===== src/rtl/mppt_pkg.sv =====
// Shared encodings for the MPPT PWM drive: MPPT FSM state of interest,
// step-request flags and drive operating modes.
package mppt_pkg;

  localparam logic [2:0] ST_APPLY = 3'd4;

  typedef enum logic [1:0] {
    FLAG_HOLD  = 2'b00,
    FLAG_INC   = 2'b01,
    FLAG_DEC   = 2'b10,
    FLAG_HOLD2 = 2'b11
  } flag_e;

  typedef enum logic [1:0] {
    MODE_IDLE  = 2'b00,
    MODE_SOFT  = 2'b01,
    MODE_TRACK = 2'b10
  } mode_e;

endpackage


===== src/rtl/mppt_pwm_counter.sv =====
// Free-running PWM counter with wrap pulse, period-aligned duty shadow and
// registered compare output.
module mppt_pwm_counter #(
  parameter int unsigned CNT_W = 8
) (
  input  logic             clk,
  input  logic             rst,
  input  logic             run,
  input  logic             clear,
  input  logic [CNT_W-1:0] duty_req,
  output logic             pwm,
  output logic             period_tick
);

  logic [CNT_W-1:0] cnt_q, cnt_d;
  logic [CNT_W-1:0] duty_act_q, duty_act_d;
  logic             tick_q, tick_d;
  logic             pwm_q, pwm_d;
  logic             wrap;

  assign wrap = run && (cnt_q == '1);

  // NOTE: every variable gets a default first so no path leaves it unassigned (no latches).
  always_comb begin
    cnt_d      = cnt_q;
    duty_act_d = duty_act_q;
    tick_d     = 1'b0;
    pwm_d      = 1'b0;
    if (clear) begin
      cnt_d      = '0;
      duty_act_d = '0;
    end else if (run) begin
      cnt_d  = cnt_q + CNT_W'(1);
      tick_d = wrap;
      // The shadow only changes at the period boundary so a period never mixes duties.
      if (wrap) duty_act_d = duty_req;
      pwm_d  = (cnt_q < duty_act_q);
    end
  end

  // NOTE: sequential state uses non-blocking assignments; reset is asynchronous active-low.
  always_ff @(posedge clk or negedge rst) begin
    if (!rst) begin
      cnt_q      <= '0;
      duty_act_q <= '0;
      tick_q     <= 1'b0;
      pwm_q      <= 1'b0;
    end else begin
      cnt_q      <= cnt_d;
      duty_act_q <= duty_act_d;
      tick_q     <= tick_d;
      pwm_q      <= pwm_d;
    end
  end

  assign pwm         = pwm_q;
  assign period_tick = tick_q;

endmodule


===== src/rtl/mppt_pwm_drive.sv =====
// MPPT gate drive: soft-start ramp, then clamped duty steps requested by the
// MPPT FSM once per visit to its apply state.
module mppt_pwm_drive
  import mppt_pkg::*;
#(
  parameter int unsigned CNT_W     = 8,
  parameter int unsigned DUTY_MIN  = 16,
  parameter int unsigned DUTY_MAX  = 240,
  parameter int unsigned DUTY_INIT = 64,
  parameter int unsigned STEP      = 4
) (
  input  logic             clk,
  input  logic             rst,
  input  logic             en,
  input  logic [2:0]       state,
  input  logic [1:0]       flag,
  output logic             pwm,
  output logic [CNT_W-1:0] duty,
  output logic             period_tick,
  output logic [1:0]       sat,
  output logic [1:0]       mode
);

  localparam logic [CNT_W-1:0] MIN_N  = CNT_W'(DUTY_MIN);
  localparam logic [CNT_W-1:0] MAX_N  = CNT_W'(DUTY_MAX);
  localparam logic [CNT_W-1:0] INIT_N = CNT_W'(DUTY_INIT);
  localparam logic [CNT_W:0]   MIN_W  = (CNT_W+1)'(DUTY_MIN);
  localparam logic [CNT_W:0]   MAX_W  = (CNT_W+1)'(DUTY_MAX);
  localparam logic [CNT_W:0]   STEP_W = (CNT_W+1)'(STEP);

  mode_e            mode_q, mode_d;
  logic [CNT_W-1:0] duty_req_q, duty_req_d;
  logic [2:0]       state_q;
  logic             step;
  logic             tick;
  logic [CNT_W:0]   duty_ext, duty_inc, duty_dec;

  // One extra bit keeps over/underflow visible to the clamp compare.
  assign duty_ext = {1'b0, duty_req_q};
  assign duty_inc = duty_ext + STEP_W;
  assign duty_dec = duty_ext - STEP_W;
  assign step     = (mode_q == MODE_TRACK) && (state == ST_APPLY) && (state_q != ST_APPLY);

  always_comb begin
    mode_d     = mode_q;
    duty_req_d = duty_req_q;
    if (!en) begin
      mode_d     = MODE_IDLE;
      duty_req_d = MIN_N;
    end else begin
      case (mode_q)
        MODE_IDLE: begin
          mode_d     = MODE_SOFT;
          duty_req_d = MIN_N;
        end
        MODE_SOFT: begin
          if (duty_req_q == INIT_N) mode_d = MODE_TRACK;
          else if (tick)            duty_req_d = duty_req_q + CNT_W'(1);
        end
        MODE_TRACK: begin
          if (step) begin
            case (flag)
              FLAG_INC: duty_req_d = (duty_inc > MAX_W) ? MAX_N : duty_inc[CNT_W-1:0];
              FLAG_DEC: duty_req_d = (duty_dec[CNT_W] || duty_dec < MIN_W) ? MIN_N
                                                                         : duty_dec[CNT_W-1:0];
              default:  duty_req_d = duty_req_q;
            endcase
          end
        end
        default: mode_d = MODE_IDLE;
      endcase
    end
  end

  always_ff @(posedge clk or negedge rst) begin
    if (!rst) begin
      mode_q     <= MODE_IDLE;
      duty_req_q <= MIN_N;
      state_q    <= 3'd0;
    end else begin
      mode_q     <= mode_d;
      duty_req_q <= duty_req_d;
      state_q    <= state;
    end
  end

  // Clearing on the next-mode decision makes an en drop take effect at the very next edge.
  mppt_pwm_counter #(.CNT_W(CNT_W)) u_counter (
    .clk         (clk),
    .rst         (rst),
    .run         (mode_q != MODE_IDLE),
    .clear       (mode_d == MODE_IDLE),
    .duty_req    (duty_req_q),
    .pwm         (pwm),
    .period_tick (tick)
  );

  assign period_tick = tick;
  assign duty        = duty_req_q;
  assign mode        = mode_q;
  assign sat         = {duty_req_q == MAX_N, duty_req_q == MIN_N};

endmodule


===== config.mk =====
export PLATFORM = sky130hd
export DESIGN_NAME = mppt_pwm_drive
export DESIGN_NICKNAME = d
export VERILOG_FILES = /design/src/rtl/mppt_pkg.sv /design/src/rtl/mppt_pwm_counter.sv /design/src/rtl/mppt_pwm_drive.sv
export SDC_FILE = /design/constraint.sdc
export NUM_CORES = 1
export LEC_CHECK = 0
export CAP_MARGIN = 20
export CORE_MARGIN = 3
export CORE_UTILIZATION = 40
export DETAILED_ROUTE_END_ITERATION = 12
export GPL_ROUTABILITY_DRIVEN = 0
export GPL_TIMING_DRIVEN = 0
export PLACE_DENSITY = 0.67
export SYNTH_ARGS = -nofsm -noshare
export SYNTH_HDL_FRONTEND = slang
export SYNTH_SLANG_ARGS = --single-unit

===== constraint.sdc =====
create_clock -name clk -period 3.2 [get_ports clk]
set_input_delay 0.32 -clock clk [delete_from_list [all_inputs] [get_ports clk]]
set_output_delay 0.32 -clock clk [all_outputs]
set_load 0.05 [all_outputs]

==> impl_metrics.yaml <==
run_status:
  status: "complete, no violations"
clock_tree:
  path_clk_slew_ps: 60
  cts_tree: "done"
  ctsResizeCount: 0
  cts.sinks: 31
  clk_path_buf_depth: 2
  root_buffer: "clkbuf_8"
  ctsHoldBuffers: 0
  clock_latency_ps: 280
  cts_buffers: 5
  htreeDepth: 2
  post_cts_buffers: 0
setup_path:
  setup.worst_path.start_class: "register"
  reg2reg_to: "duty[3]"
  path_cells: "clkbuf_1 -> inv_1 -> ha_1 -> and2_1 -> and4_1 -> clkdlybuf4s50_1"
  end_kind: "output pin"
  r2r_setup_slack_ps: 330
  timing.rr.start: "duty[2]"
  r2r_cells: 8
  cp.buffers_inverters: 3
  path_class: "reg2out"
  cp_slowest_cell: "clkdlybuf4s50_1"
  slowest_delay_ps: 690
  worstPathArrival_ps: 2650
  cp_top_family: "buffers and inverters"
  crit_fanout: 10
  worstPathRequired_ps: 2880
final_layout:
  final_nets: 310
  layout_common_cells: "dfrtp_1 (30), inv_1 (21), clkdlybuf4s50_1 (20)"
  layout_commonest_cell: "dfrtp_1"
  syn_to_final_growth_pct: 16.9
  final_layout_size_suffix_gt1_frac: 0.102
  antenna_cells: 0
sta:
  fmax_mhz: 336
  min_period_ps: 2970
  setup_viol: 0
  fin_crit_sh: 0.929
  final-max-slew-violation-count: 0
  setup_tns_ps: 0
  slew-limit-headroom: 0.466
  worstMarginPinSlew_ps: 794
  skew_ps: 5.63
  fin_ws_ps: 226
  rsz0062_at_grt: "false"
  finalHoldViolations: 0
synthesis:
  yosysTopAreaCellShare: 0.322
  synth.area.top_cells: "dfrtp_1 (32%), ha_1 (9.7%), mux2i_1 (4.3%)"
  ys.flop_type: "dfrtp_1"
  synth_edf_count: 0
  synth_top_area_cell: "dfrtp_1"
  yosys_warnings: 0
  synthDistinctLibCells: 61
  syn_nets: 282
  synthCells: 256
  ys_ff_latch: 31
  async_flop_share: 1.00
  netlist_area_sq_um: 2330
  syn_avg_cell_area_sq_um: 9.12
  synth_seq_area_share: 0.333
die:
  dieArea_sq_um: 6790
  core_area_sq_um: 5570
  die_h_um: 82.4
  initial_core_util: 0.419
  num_rows: 27
  die_width_um: 82.4
  pin_count: 22
global_routing:
  grt_overflow_total: 0
  grt_pass1_wl_mm: 9.39
  grt_max_degree: 32
  grt_usage: 0.181
  grt_pass1_vias: 1951
  grt_antenna_before_repair: 0
placed_design:
  pre_cts_ws_ps: 387
  dp_hpwl_mm: 4.00
  port_buffers: 21
power:
  p_per_area_nw_per_um2: 348
  combPwrFrac: 0.206
  p_sw_frac: 0.293
  leakage_nw: 1.12
  p_int_uw: 672
  clockPowerShare: 0.354
  p_sw_uw: 278
  p_seq_frac: 0.441
  ir_drop_mv: 0.263
route:
  drtPass1Iterations: 4
  wire_per_inst_um: 15.2
  ant_nets: 0
  dr.first_iter.drc_count: 162
  vias: 2017
  via_per_inst: 5.65
  drt-total-wl_mm: 5.42
  drc: 0
run:
  timing.max_cap.violations: 0
hold_path:
  holdCritPathClass: "in2async"
==> worst max path at each step <==
stage	from	end	slack, ps	cells past startpoint
final	duty[2]	sat[0]	230	6
after global routing	duty[2]	sat[0]	100	6
after floorplan	duty[2]	duty[3]	530	8
after detailed placement	duty[2]	duty[2]	390	8
after global placement	duty[2]	duty[3]	410	8
after CTS	duty[2]	sat[0]	250	6
==> kinds of logic (layout without fill, tap and decap cells) <==
logic type	Yosys count	after routing	synth area share
AO/OA/AOI/OAI	67	67	0.207
buffers and inverters	37	66	0.0670
XOR/XNOR	10	10	0.0408
multiplexers	11	11	0.0477
flip-flops	31	31	0.333
AND/OR/NAND/NOR	82	82	0.208
adder cells (fa/ha/maj)	18	18	0.0965
==> state kept, by name (all words and copies together) (netlist names) <==
register	count
duty	8
u_counter.cnt_q	8
u_counter.duty_act_q	8
state_q	3
mode	2
u_counter.period_tick	1
u_counter.pwm	1
==> cells in the mapped netlist (all sizes together), types with 4 or more instances <==
library cell / instances
clkbuf: 7
buf: 8
o21ai: 9
nor2: 11
nor2b: 4
nand3: 14
a221oi: 4
a21boi: 4
nand2: 14
inv: 22
or4: 5
and2: 5
and3: 7
xnor2: 7
a31oi: 9
a21o: 4
mux2i: 10
a21oi: 19
ha: 18
dfrtp: 30
==> power groups by stage <==
stage	Combinational (mW)	Clock (mW)	Sequential, mW
final	0.195	0.336	0.419
after global placement	0.196	0	0.426
after detailed placement	0.196	0	0.427
after global routing	0.212	0.367	0.422
after floorplan	0.104	0	0.448
after CTS	0.197	0.350	0.420
==> metrics by stage <==
| stage | area, sq um | power (mW) | util | hold slack [ps] | std cells |
|---|---|---|---|---|---|
| final | 2730 | 0.950 | 0.490 | 78.3 | 357 |
| after global routing | 2730 | 1.00 | 0.490 | 118 | 357 |
| after CTS | 2730 | 0.966 | 0.490 | 103 | 357 |
| after detailed placement | 2630 | 0.624 | 0.472 | 407 | 349 |
| after global placement | 2630 | 0.621 | 0.473 | 533 | 349 |
| after floorplan | 2330 | 0.552 | - | 24.4 | 256 |
==> area by class of cell <==
class | count | area [sq um]
tap | 72 | 90.1
clock buffer | 8 | 100
timing repair buffer | 21 | 205
inverter | 22 | 82.6
multi-input combinational | 188 | 1400
buffer | 15 | 73.8
fill | 562 | 2850
sequential | 31 | 777
==> routing by layer <==
layer / global-route usage / vias up / wire length [um]
met5: 0 / - / 0
met4: 0.0532 / 0 / 76
met3: 0.0325 / 8 / 217
met2: 0.288 / 43 / 2620
met1: 0.249 / 981 / 2510
li1: - / 985 / -
Power figures use the tool's default switching activity.
